$ cat config.mk
export PLATFORM = sky130hd
export DESIGN_NAME = regfile_wb_arbiter
export DESIGN_NICKNAME = d
export VERILOG_FILES = /design/src/rtl/regfile_wb_arbiter_pkg.sv /design/src/rtl/regfile_wb_arbiter_rr_arbiter.sv /design/src/rtl/regfile_wb_arbiter.sv
export SDC_FILE = /design/constraint.sdc
export NUM_CORES = 1
export LEC_CHECK = 0
export CAP_MARGIN = 0
export CORE_MARGIN = 8
export CORE_UTILIZATION = 40
export CTS_BUF_LIST = sky130_fd_sc_hd__clkbuf_8 sky130_fd_sc_hd__clkbuf_16
export DETAILED_ROUTE_END_ITERATION = 8
export PLACE_DENSITY = 0.74
export SLEW_MARGIN = 10
export SYNTH_ARGS = -nofsm -noshare
export SYNTH_HDL_FRONTEND = slang
export SYNTH_SLANG_ARGS = --single-unit
$ cat constraint.sdc
create_clock -name clock -period 5.05 [get_ports clock]
set_input_delay 1.515 -clock clock [delete_from_list [all_inputs] [get_ports clock]]
set_output_delay 1.515 -clock clock [all_outputs]
set_load 0.02 [all_outputs]
$ cat src/rtl/regfile_wb_arbiter_pkg.sv
// rtl/regfile_wb_arbiter_pkg.sv - shared regfile geometry and writeback source indices
package regfile_wb_arbiter_pkg;

  localparam int REG_ADDR_W = 5;
  localparam int REG_DATA_W = 32;
  localparam int NUM_REGS   = 32;

  localparam int WB_ALU     = 0;
  localparam int WB_MULTDIV = 1;
  localparam int WB_LOAD    = 2;

endpackage

$ cat src/rtl/regfile_wb_arbiter_rr_arbiter.sv
// rtl/regfile_wb_arbiter_rr_arbiter.sv - combinational round-robin grant starting after last winner
module rr_arbiter #(
  parameter int N     = 3,
  parameter int IDX_W = (N > 1) ? $clog2(N) : 1
) (
  input  logic [N-1:0]     req,
  input  logic [IDX_W-1:0] last,
  output logic [N-1:0]     grant,
  output logic [IDX_W-1:0] grantIdx
);

  int  idx;
  logic found;

  always_comb begin
    grant    = '0;
    grantIdx = '0;
    found    = 1'b0;
    idx      = 0;
    for (int k = 1; k <= N; k++) begin
      idx = (int'(last) + k) % N;
      if (!found && req[idx]) begin
        grant[idx] = 1'b1;
        grantIdx   = IDX_W'(idx);
        found      = 1'b1;
      end
    end
  end

endmodule

$ cat src/rtl/regfile_wb_arbiter.sv
// rtl/regfile_wb_arbiter.sv - round-robin regfile write-port sharing with pending-write scoreboard
module regfile_wb_arbiter
  import regfile_wb_arbiter_pkg::*;
#(
  parameter int NUM_REQ = 3,
  parameter int DATA_W  = REG_DATA_W,
  parameter int ADDR_W  = REG_ADDR_W
) (
  input  logic                      clock,
  input  logic                      reset,
  input  logic [NUM_REQ-1:0]        req_valid,
  input  logic [NUM_REQ*ADDR_W-1:0] req_reg,
  input  logic [NUM_REQ*DATA_W-1:0] req_data,
  output logic [NUM_REQ-1:0]        req_ready,
  input  logic                      issue_valid,
  input  logic [ADDR_W-1:0]         issue_reg,
  input  logic [ADDR_W-1:0]         rd_regA,
  input  logic [ADDR_W-1:0]         rd_regB,
  output logic                      hazard,
  output logic [2**ADDR_W-1:0]      busy_mask,
  output logic                      ctrl_writeEnable,
  output logic [ADDR_W-1:0]         ctrl_writeReg,
  output logic [DATA_W-1:0]         data_writeReg,
  output logic                      wb_err
);

  localparam int IDX_W = $clog2(NUM_REQ);

  logic [IDX_W-1:0]    last;
  logic [IDX_W-1:0]    grantIdx;
  logic [NUM_REQ-1:0]  grant;
  logic                xfer;
  logic [ADDR_W-1:0]   wbReg;
  logic [DATA_W-1:0]   wbData;
  logic [2**ADDR_W-1:0] busy;
  logic [2**ADDR_W-1:0] busyNext;

  rr_arbiter #(.N(NUM_REQ), .IDX_W(IDX_W)) arb (
    .req      (req_valid),
    .last     (last),
    .grant    (grant),
    .grantIdx (grantIdx)
  );

  assign req_ready = grant;
  assign xfer      = |grant;
  assign wbReg     = req_reg[grantIdx*ADDR_W +: ADDR_W];
  assign wbData    = req_data[grantIdx*DATA_W +: DATA_W];

  // Set is applied after clear so a same-cycle reissue keeps the register pending.
  always_comb begin
    busyNext = busy;
    if (xfer) busyNext[wbReg] = 1'b0;
    if (issue_valid && issue_reg != '0) busyNext[issue_reg] = 1'b1;
    busyNext[0] = 1'b0;
  end

  always_ff @(posedge clock or negedge reset) begin
    if (!reset) begin
      last             <= IDX_W'(NUM_REQ - 1);
      busy             <= '0;
      ctrl_writeEnable <= 1'b0;
      ctrl_writeReg    <= '0;
      data_writeReg    <= '0;
      wb_err           <= 1'b0;
    end else begin
      busy <= busyNext;
      if (xfer) begin
        last             <= grantIdx;
        ctrl_writeReg    <= wbReg;
        data_writeReg    <= wbData;
        ctrl_writeEnable <= (wbReg != '0);
        if (wbReg != '0 && !busy[wbReg]) wb_err <= 1'b1;
      end else begin
        ctrl_writeEnable <= 1'b0;
      end
    end
  end

  assign busy_mask = busy;
  assign hazard    = (rd_regA != '0 && busy[rd_regA]) || (rd_regB != '0 && busy[rd_regB]);

endmodule

-- Yosys cells after proc, flatten, opt, wreduce, memory -nomap -nowiden
Cells that the tools add are included.
- bits in registers: 72
- bits of input ports: 132
- output and inout bits: 75
- logic and storage cells: 89
- add/sub/neg operators: 3
- multiply operators: 1
- div/mod/pow operators: 3
- magnitude comparators: 12
- shift operators: 2
- mux-type cells: 36
- bitwise logic cells: 5
- reduce and logical (&&, ||, !) cells: 21
- operators by type and width (operator ; number):
    >= comparator 32 x 1 -> 1 bit, second input constant ; 3
    less-than comparator 32 x 4 -> 1 bit, second input constant ; 3
    remainder unit 32 x 3 -> 32 bit, second input constant ; 3
    indexed part select 96 x 8 -> 32 bit ; 1
    2-to-1 mux 32 bit ; 2
    AND 32 bit ; 1
    NOT 32 bit ; 1
    OR 32 bit ; 1
    less-than comparator 5 x 6 -> 1 bit, second input constant ; 4
    nonzero test 5 bit ; 4
    2-to-1 mux 1 bit ; 17
    binary-select mux 1 bit (select 5 bit) ; 3
    indexed part select 15 x 6 -> 5 bit ; 1
    logical AND 1 bit ; 11
    demux 1 bit (select 5 bit) ; 2
    >= comparator 5 x 1 -> 1 bit, second input constant ; 2
    2-to-1 mux 3 bit ; 3
    adder 2 x 2 -> 3 bit, second input constant ; 2
    binary-select mux 1 bit (select 2 bit) ; 3
    demux 1 bit (select 2 bit) ; 3
    2-to-1 mux 2 bit ; 3
    OR 3 bit ; 2
    multiplier 2 x 3 -> 5 bit, second input constant ; 1
    adder 2 x 1 -> 3 bit, second input constant ; 1
    4 further kinds ; 6

-- Logic depth before layout (Yosys ltp)
- depth in word-level cells: 23
- gate-level depth with buffers: 14
- gate-level depth less buffers: 11

-- By module
A second synthesis with hierarchy kept.
- cells, all modules: 495
- area, all modules: 4652.0 sq um
- modules (own cells, without submodules) (module ; instances ; cells each ; area an instance (sq um) ; seq. area each (sq um)):
    regfile_wb_arbiter ; 1 ; 460 ; 4393.0 ; 1803.0
    rr_arbiter ; 1 ; 35 ; 259.0 ; 0.0

-- Worst setup path after synthesis
No wires, ideal clock.
- path kind: input to output
- start point: input rd_regA[0]
- end point: output hazard
- arrival time: 3210 ps
- data required time: 3535 ps
- slack: 325 ps
- stages on the path: 5
- cells stage by stage: clkbuf_1 > mux4_2 > mux4_2 > mux2i_1 > nand2_1
- word-level cells in the longest chain between the ends: 4
- RTL lines (element ; line ; source):
    from (decl) ; regfile_wb_arbiter.sv:17 ; input logic [ADDR_W-1:0] rd_regA,
    binary-select mux 1 bit (select 5 bit) ; regfile_wb_arbiter.sv:81 ; assign hazard = (rd_regA != '0 && busy[rd_regA]) || (rd_regB != '0 && busy[rd_regB]);
    2-to-1 mux 1 bit (not written as such) ; regfile_wb_arbiter.sv:81 ;
    logical AND 1 bit (*) ; regfile_wb_arbiter.sv:81 ;
    logical OR 1 bit (*) ; regfile_wb_arbiter.sv:81 ;
    to (decl) ; regfile_wb_arbiter.sv:19 ; output logic hazard,
Mark *: on every way between the ends. The rest lies on a longest branch, timed or not. The select of a mux whose other input is x is not followed.

-- Final worst setup path
- start point: input req_valid[1]
- end point: output req_ready[2]
- word-level cells in the longest chain between the ends: 10
- RTL lines (element ; line ; source):
    from (decl) ; regfile_wb_arbiter.sv:11 ; input logic [NUM_REQ-1:0] req_valid,
    binary-select mux 1 bit (select 2 bit) ; regfile_wb_arbiter_rr_arbiter.sv:22 ; if (!found && req[idx]) begin
    2-to-1 mux 1 bit (not written as such) (2 in a row) ; regfile_wb_arbiter_rr_arbiter.sv:22 ;
    2-to-1 mux 1 bit ; regfile_wb_arbiter_rr_arbiter.sv:22 ;
    logical NOT 1 bit ; regfile_wb_arbiter_rr_arbiter.sv:22 ;
    logical AND 1 bit ; regfile_wb_arbiter_rr_arbiter.sv:22 ;
    2-to-1 mux 1 bit ; regfile_wb_arbiter_rr_arbiter.sv:22 ;
    logical NOT 1 bit ; regfile_wb_arbiter_rr_arbiter.sv:22 ;
    logical AND 1 bit ; regfile_wb_arbiter_rr_arbiter.sv:22 ;
    2-to-1 mux 3 bit (*) ; regfile_wb_arbiter_rr_arbiter.sv:22 ;
    to (decl) ; regfile_wb_arbiter.sv:14 ; output logic [NUM_REQ-1:0] req_ready,
Marks and branches as above.

==> results.md <==
- Adder-Cell Fraction of Synth Area: 0.0105
- Top_reg_cell synth: dfrtp_1
- Die W: 125 µm
- Hold Violations, Final: 0
- Root buf cell: clkbuf_16
- GRT overflow: 0
- Worst-margin pin slew: 0.837 ns
- Power per cell area: 762 nW/µm²
- PnR Total Power: 0.00564 W
- Synth unique cells: 52
- I/O pin count: 207
- Core Area: 11900 µm²
- Crit end category: output pin
- Setup violators final: 0
- DRC Markers: 0
- Post-CTS setup buffer count: 0
- Clock buffer count from CTS: 9
- Filler cell count: 991
- Number of DRC markers in iteration 0: 434
- Area share of and/or/nand/nor cells after synthesis: 0.110
- Remaining antenna violation count: 0
- Synth Register Bits: 72
- Clock Path Buffers: 2
- Register area: 1800 µm²
- WS Path Type: primary input to output pin
- Synth Instances: 471
- Mapped cell area: 4790 µm²
- Htree depth: 3
- Clk_skew: 0.0111 ns
- Max-cap violations: 0
- Area grow syn2layout: 54.8%
- Worst path arrival time: 3.46 ns
- CP max stage delay: 0.68 ns
- CTS Sinks: 72
- Crit path launch type: primary input
- Vias in the first global route: 4851
- Largest net degree at the start of global routing: 67
- Yosys warns: 0
- Critical-path top delay cell: clkdlybuf4s50_1
- Largest family of logic cells by synthesized area: multiplexers
- Post-synthesis xor/xnor area fraction: 0
- Critical path required time: 3.54 ns
- Syn_nets: 607
- Hold buffers post-CTS: 0
- Setup TNS: 0 ns
- Worst reg-to-reg setup slack: 1.30 ns
- Slew margin rel.: 0.442
- CTS tree: done
- Die Y: 125 µm
- Final #Nets: 814
- Layout cells sized above 1: 0.157
- Synth Area in Compound Gates: 0.177
- Starting Density: 0.403
- VDD IR max: 0.394 mV
- GRT Util Overall: 0.217
- Drt total wl: 17.8 mm
- Post-DP HPWL: 13.7 mm
- Die ar.: 15700 µm²
- Max-slew violations: 0
- Worst path most repeated cell: clkdlybuf4s50_1
- Multi-input logic area: 2850 µm²
- Asr flop ratio synth: 1.00
- Final GP Congestion: 0.926
- Fin crit period: 4.97 ns
- Final worst setup slack: 0.0794 ns
- Reg clk slew, reported paths: 0.06 ns
- Hold WC Path Type: flop to flop
- Pre-CTS WS: -0.390 ns
- Rows: 40
- Hold WS: 0.505 ns
- Clock Latency Late Sink: 0.33 ns
- Vias/cell: 5.77
- Leakage: 3.09 nW
- F_max: 201 MHz
- DRT Pass-1 Iters: 6
- Register area share after synthesis: 0.377
- Status: complete, no violations
- Mux share of post-synthesis cell area: 0.293
- Post-synth EDFFs: 0
- Worst path cell trace: clkdlybuf4s50_1, and3b_1, nand2b_1, o31ai_1, clkdlybuf4s50_1
- Routed wire per std cell: 21.5 µm
- Port Buffers: 205
- CP Max Fanout: 5
- RSZ-0062 raised after global routing: false
- Global-route wire length before repair: 27.3 mm
- Initial antenna violation count: 0
- Final period util: 0.984
- DR vias: 4791
- Antenna diodes: 0
- Mean post-synth cell area: 10.2 µm²
## worst max-delay path, delay by kind of cell
kind            cells  cell delay, ns
buf+inv             2            1.17
compound gates      1            0.34
simple gates        2            0.44
## synth_stat cells, types with 4 or more instances
cell type  instances  area (µm²)
nor2b_1            4        25.0
nor2_1             9        33.8
o21ai_1            6        30.0
clkbuf_1          11        41.3
ha_1               4        50.1
mux2_2            42         473
nand3b_1           6        45.0
mux2i_1           51         510
and3_1             8        50.1
nand3_1            5        25.0
nand2_1           63         236
dfrtp_1           71        1780
inv_1              7        26.3
a211oi_1           7        52.6
buf_2              7        35.0
mux4_2            18         405
o21ai_0          102         510
## cell families (layout without fill, tap and decap cells)
group,Yosys count,after routing
compound gates,141,141
fa+ha+maj,4,4
buf+inv,32,244
flops,72,72
mux,112,112
other cells,1,1
simple gates,109,109
## final cells by class
class,count,area share
Inverter,7,0.00355
Multi-Input combinational cell,367,0.384
Sequential cell,72,0.243
Tap cell,147,0.0248
Clock buffer,9,0.0304
Clock inverter,7,0.0162
Timing Repair Buffer,221,0.298
## stage by stage
| step | utilization | instance area (µm²) | cells |
|---|---|---|---|
| final | 0.625 | 7410 | 830 |
| after global routing | 0.625 | 7410 | 830 |
| after CTS | 0.622 | 7380 | 829 |
| after detailed placement | 0.594 | 7040 | 813 |
| after global placement | 0.594 | 7040 | 813 |
| after floorplan | - | 4790 | 471 |
## final timing paths
check                                              startpoint                            end  cells after the start
min in group asynchronous                               reset   ctrl_writeReg[2]$_DFFE_PN0N_                      1
worst max-delay path                             req_valid[1]                   req_ready[2]                      5
worst min-delay path            data_writeReg[19]$_DFFE_PN0N_  data_writeReg[19]$_DFFE_PN0N_                      1
worst max register to register            last[1]$_DFFE_PN1N_         busy_mask[9]$_DFF_PN0_                      9
worst min register to register  data_writeReg[19]$_DFFE_PN0N_  data_writeReg[19]$_DFFE_PN0N_                      1
max in group asynchronous                               reset            last[1]$_DFFE_PN1N_                      2
## flip-flops by register name (all words and copies together), names as in the netlist
signal and flops:
wb_err 1, ctrl_writeReg 5, busy_mask 31, data_writeReg 32, last 2, ctrl_writeEnable 1
## layer usage
layer,vias to the layer above,share of wire,track usage
met5,-,0,0
met3,47,0.070,0.0353
met4,0,0.024,0.0781
li1,2167,-,-
met1,2324,0.41,0.270
met2,253,0.50,0.374
## power by group
group / switching [W] / internal [W] / leakage, nW
Sequential: 0.000288 / 0.000887 / 0.868
Clock: 0.000256 / 0.000483 / 0.166
Combinational: 0.00195 / 0.00178 / 2.06
## layout by cell type, fill, tap and decap left out, types with 3 or more instances in the layout
cell type | synthesis | layout
nand3_1 | 5 | 5
buf_4 | 2 | 13
nand2_1 | 63 | 63
ha_1 | 4 | 4
o21ai_0 | 102 | 102
nor2b_1 | 4 | 4
nor2_1 | 9 | 9
bufinv_16 | 0 | 3
and3_1 | 8 | 8
inv_1 | 7 | 7
dfrtp_1 | 71 | 71
clkdlybuf4s50_1 | 0 | 200
clkbuf_16 | 0 | 10
mux2_2 | 42 | 42
a211oi_1 | 7 | 7
mux4_2 | 18 | 18
mux2i_1 | 51 | 51
nand3b_1 | 6 | 6
o21ai_1 | 6 | 6
## what timing repair did
| item | CTS | global route |
|---|---|---|
| resized for setup | 6 | 1 |
| setup endpoints to repair | 2 | 1 |
| cloned | 0 | 1 |
Note: power is estimated with default switching activity, not from simulation.
==> RTL change 1, RTL diff (same flow settings) <==
Put one more register stage on the output `wb_err`, without a reset. The value now appears one clock later. The other outputs are not delayed to match.
--- a/src/rtl/regfile_wb_arbiter.sv
+++ b/src/rtl/regfile_wb_arbiter.sv
@@ -25,6 +25,8 @@
 );
 
   localparam int IDX_W = $clog2(NUM_REQ);
+
+  logic wb_err_s0;
 
   logic [IDX_W-1:0]    last;
   logic [IDX_W-1:0]    grantIdx;
@@ -62,7 +64,7 @@
       ctrl_writeEnable <= 1'b0;
       ctrl_writeReg    <= '0;
       data_writeReg    <= '0;
-      wb_err           <= 1'b0;
+      wb_err_s0        <= 1'b0;
     end else begin
       busy <= busyNext;
       if (xfer) begin
@@ -70,7 +72,7 @@
         ctrl_writeReg    <= wbReg;
         data_writeReg    <= wbData;
         ctrl_writeEnable <= (wbReg != '0);
-        if (wbReg != '0 && !busy[wbReg]) wb_err <= 1'b1;
+        if (wbReg != '0 && !busy[wbReg]) wb_err_s0 <= 1'b1;
       end else begin
         ctrl_writeEnable <= 1'b0;
       end
@@ -80,5 +82,9 @@
   assign busy_mask = busy;
   assign hazard    = (rd_regA != '0 && busy[rd_regA]) || (rd_regB != '0 && busy[rd_regB]);
 
+  always_ff @(posedge clock) begin
+    wb_err <= wb_err_s0;
+  end
+
 endmodule
 
Check against the original RTL: not equivalent (a bounded check fails within 4 cycles, from zero or initial values and one cycle with reset low).
==> RTL change 1 against the original RTL <==
  * Clock power is 8.5% higher
  * Wire length increased by 1.6%
  * Sequential cell count grew 1
  * Non-clock buffer count rose by 1
  * Largest cell class unchanged
  * First-iteration DRC count is 9.7% higher
  * Die area increased by 0.37%
  * Design area grew 0.83%
  * Synthesized area is 0.42% higher
  * Setup slack gained 16 ps
  * Power is 1.9% higher
  * Core utilization is 0.52 points higher
  * Synthesized cell count grew 0.21%
==> RTL change 1: results (changes against the original RTL) <==
\begin{tabular}{lr}
\hline
Metric & Value \\
\hline
\multicolumn{2}{l}{\textbf{Outcome}} \\
\quad Run status & finished, final reports clean \\
\multicolumn{2}{l}{\textbf{Power}} \\
\quad Static leakage & 3.13 nW (+1.4\%) \\
\multicolumn{2}{l}{\textbf{Drt}} \\
\quad First DRT Iteration DRCs & 476 (+9.7\%) \\
\quad Drt wl/cell & 21.8 um (+1.3\%) \\
\quad Vias & 4830 (+0.81\%) \\
\quad Drt pass-1 iters & 5 (-1) \\
\multicolumn{2}{l}{\textbf{Placed design}} \\
\quad HPWL after DPL & 14.1 mm (+2.5\%) \\
\quad Number of placed instances with taps included & 815 (+0.25\%) \\
\multicolumn{2}{l}{\textbf{Timing}} \\
\quad Final worst clock skew & 5.75 ps (-5.38 ps) \\
\quad Relative slew margins & 46.1\% (+1.9 points) \\
\multicolumn{2}{l}{\textbf{Synth}} \\
\quad Fraction of registers with async set/reset & 98.6\% (-1.4 points) \\
\quad Post-synthesis compound-gate area fraction & 17.7\% (-0.074 points) \\
\quad Net count of the mapped netlist & 608 (+0.16\%) \\
\quad Synthesized instance count & 472 (+0.21\%) \\
\quad Adder-cell share of the synthesized area & 1.04\% (-0.0044 points) \\
\quad Sequential area share after synthesis & 37.9\% (+0.26 points) \\
\quad Cell variety after synth & 53 (+1.9\%) \\
\quad Biggest area contributors in the synthesized netlist & dfrtp\_1 37\%, mux2i\_1 11\%, o21ai\_0 11\% \\
\multicolumn{2}{l}{\textbf{Setup path}} \\
\quad Crit Path Max Fanout & 7 (+2) \\
\quad Largest stage delay on the critical path & 600 ps (-80 ps) \\
\multicolumn{2}{l}{\textbf{Final layout}} \\
\quad Ratio of cells with drive above 1 in the final layout & 15.8\% (+0.10 points) \\
\multicolumn{2}{l}{\textbf{Global route}} \\
\quad Total Routing Usage GR & 22.5\% (+0.79 points) \\
\quad Global-route wire length before repair & 28.3 mm (+3.9\%) \\
\quad Largest net degree at the start of global routing & 65 (-3.0\%) \\
\quad Vias in the first global route & 5047 (+4.0\%) \\
\hline
\end{tabular}
[RTL change 1: cell types whose count changed in the layout (fill, tap and decap cells not counted)]
cell	change
buf_4	+1
bufinv_16	+1
clkbuf_8	+1
clkdlybuf4s50_1	-1
clkinv_2	-1
clkinv_4	-1
clkinvlp_4	-1
dfxtp_1	+1
dlymetal6s2s_1	+1
inv_6	+1
[RTL change 1: layout make-up]
class / instances / area [um2]
fillers: 962 / 4390
multi-input cells: 367 / 2850
repair buffers: 222 / 2210
flip-flops and latches: 73 / 1820
clock buffers: 10 / 239
well taps: 147 / 184
clock inverters: 6 / 138
inverters: 7 / 26.3
[RTL change 1: power by group]
group | internal [W] | switching (W) | total (W)
clock network | 0.000549 | 0.000253 | 0.000802
registers | 0.000895 | 0.000289 | 0.00118
logic | 0.00179 | 0.00197 | 0.00376
total | 0.00324 | 0.00251 | 0.00575
[RTL change 1: critical path, delay by kind of cell]
kind                   cells  cell delay (ps)
multiplexers               1              110
AO/OA/AOI/OAI              1              220
buffers and inverters      3             1290
AND/OR/NAND/NOR            1              300
[RTL change 1: path summary, 6_finish.rpt]
path	endpoint	depth (start not counted)	slack, ps	startpoint
max	req_ready[1]	6	90	req_valid[2]
min	wb_err$_DFF_P_	0	410	wb_err_s0$_DFFE_PN0P_
max reg2reg	busy_mask[9]$_DFF_PN0_	10	1340	last[1]$_DFFE_PN1N_
min reg2reg	wb_err$_DFF_P_	0	410	wb_err_s0$_DFFE_PN0P_
max in group asynchronous	data_writeReg[9]$_DFFE_PN0N_	2	2760	reset
min in group asynchronous	ctrl_writeReg[4]$_DFFE_PN0N_	1	1270	reset
[RTL change 1: per-stage QoR]
| stage | hold slack (ps) | setup TNS (ps) | instance area, um2 | setup WS, ps |
|---|---|---|---|---|
| 4_1_cts | 406 | 0 | 7440 | 25.4 |
| 3_5_place_dp | 392 | -433 | 7070 | -404 |
| 5_1_grt | 419 | 0 | 7470 | 43.8 |
| 3_3_place_gp | 411 | -378 | 7070 | -378 |
| 2_1_floorplan | 347 | 0 | 4810 | 325 |
| 6_report | 410 | 0 | 7470 | 95.0 |
[RTL change 1: what timing repair did]
action                     CTS  global route
cloned                       0             1
setup buffers                0             0
gates resized for setup      6             2
setup endpoints to repair    2             2
[RTL change 1: logic make-up (layout without fill, tap and decap cells)]
logic type               Yosys count  after routing
AO/OA/AOI/OAI                    141            141
other                              1              1
multiplexers                     112            112
buffers and inverters             32            245
AND/OR/NAND/NOR                  109            109
flip-flops                        73             73
adder cells (fa/ha/maj)            4              4
[RTL change 1: metal layers]
metal,up-vias,global-route usage (%),wire length (um)
li1,2171,-,-
met1,2325,27.3,7270
met2,281,38.6,8850
met3,53,4.64,1450
met4,0,8.45,536
met5,-,0,0
==> RTL change 2, RTL diff (config.mk and constraints unchanged) <==
Without the edit above. Set the package constant `REG_DATA_W` to 64 (it was 32).
--- a/src/rtl/regfile_wb_arbiter_pkg.sv
+++ b/src/rtl/regfile_wb_arbiter_pkg.sv
@@ -2,7 +2,7 @@
 package regfile_wb_arbiter_pkg;
 
   localparam int REG_ADDR_W = 5;
-  localparam int REG_DATA_W = 32;
+  localparam int REG_DATA_W = 64;
   localparam int NUM_REGS   = 32;
 
   localparam int WB_ALU     = 0;
Ports: changed (resized data_writeReg and req_data); port bits go from 207 to 335. No check against the original RTL was run, so the function may have changed too.
==> RTL change 2 against the original RTL <==
  * Design area grew 40%
  * Core utilization grew 2.9 points
  * Power grew 30%
  * Wire length grew 54%
  * Sequential power grew 44%
  * Sequential share of layout area grew 0.73 points
  * Synthesized area grew 36%
  * Synthesized cell count grew 70%
  * Setup slack lost 18 ps
  * Sequential cell count grew 32
==> RTL change 2: results (changes against the original RTL) <==
\begin{tabular}{lr}
\hline
Metric & Value \\
\hline
\multicolumn{2}{l}{\textbf{Drt}} \\
\quad Routed wire length on met3 & 2.77 mm (+120\%) \\
\quad First DRT Iteration DRCs & 516 (+19\%) \\
\quad Routed metal-1 wirelength & 10.4 mm (+43\%) \\
\multicolumn{2}{l}{\textbf{Synth}} \\
\quad Adder-cell share of the synthesized area & 0.767\% (-0.28 points) \\
\quad Sequential area share after synthesis & 39.9\% (+2.2 points) \\
\quad Synthesized instance count & 803 (+70\%) \\
\quad Cell variety after synth & 55 (+5.8\%) \\
\quad Share of cell area taken by muxes after synthesis & 12.1\% (-17 points) \\
\multicolumn{2}{l}{\textbf{Global route}} \\
\quad Largest net degree at the start of global routing & 120 (+79\%) \\
\quad GR met2 Demand/Resource & 45.1\% (+7.7 points) \\
\quad Global-route wire length before repair & 41.5 mm (+52\%) \\
\quad Met1 usage in global routing & 30.3\% (+3.3 points) \\
\quad Vias in the first global route & 7283 (+50\%) \\
\quad Number of antenna violations at the first check in global routing & 1 (+1) \\
\multicolumn{2}{l}{\textbf{Outcome}} \\
\quad Run status & finished, final reports clean \\
\multicolumn{2}{l}{\textbf{CTS}} \\
\quad Clock insertion delay at the later pin of the skew report & 350 ps (+20 ps) \\
\multicolumn{2}{l}{\textbf{Final layout}} \\
\quad Final nets & 1341 (+65\%) \\
\quad Buffer count excluding the clock tree in the final layout & 352 (+59\%) \\
\quad Data buffer area share & 33.8\% (+4.1 points) \\
\quad Number of ordinary inverters in the final layout & 8 (+1) \\
\quad Max reg flops & 64 (+100\%) \\
\quad Clkbuf count & 10 (+1) \\
\quad Final-layout fill cell count & 1396 (+41\%) \\
\multicolumn{2}{l}{\textbf{Placed design}} \\
\quad Routability congestion estimate & 0.915 (-1.2\%) \\
\quad Port bufs & 333 (+62\%) \\
\quad HPWL after DPL & 21.3 mm (+55\%) \\
\multicolumn{2}{l}{\textbf{Setup path}} \\
\quad Largest stage delay on the critical path & 510 ps (-170 ps) \\
\quad Crit Path Max Fanout & 9 (+4) \\
\multicolumn{2}{l}{\textbf{Power}} \\
\quad Combinational power & 0.00495 W (+33\%) \\
\quad Maximum vdd ir drop & 0.000616 V (+56\%) \\
\quad Static leakage & 4.20 nW (+36\%) \\
\multicolumn{2}{l}{\textbf{Floorplanning}} \\
\quad Total Die Area & 20600 um2 (+31\%) \\
\multicolumn{2}{l}{\textbf{Timing}} \\
\quad Least-Margin Pin Slew & 743 ps (-93.9 ps) \\
\hline
\end{tabular}
==> RTL change 2: through the flow <==
step | worst slack (ps) | total power [W]
after CTS | 11.7 | 0.00738
after global routing | 7.16 | 0.00788
after global placement | -369 | 0.00655
final | 61.6 | 0.00733
after floorplan | 325 | 0.00468
after detailed placement | -393 | 0.00665
==> RTL change 2: worst paths after layout <==
check	from	endpoint	slack (ps)	depth (start not counted)
worst max-delay path	rd_regB[0]	hazard	60	7
worst min-delay path	data_writeReg[10]$_DFFE_PN0N_	data_writeReg[10]$_DFFE_PN0N_	480	2
worst max register to register	last[1]$_DFFE_PN1N_	wb_err$_DFFE_PN0P_	1050	13
worst min register to register	data_writeReg[10]$_DFFE_PN0N_	data_writeReg[10]$_DFFE_PN0N_	480	2
max in group asynchronous	reset	busy_mask[8]$_DFF_PN0_	2990	2
min in group asynchronous	reset	data_writeReg[49]$_DFFE_PN0N_	1180	1
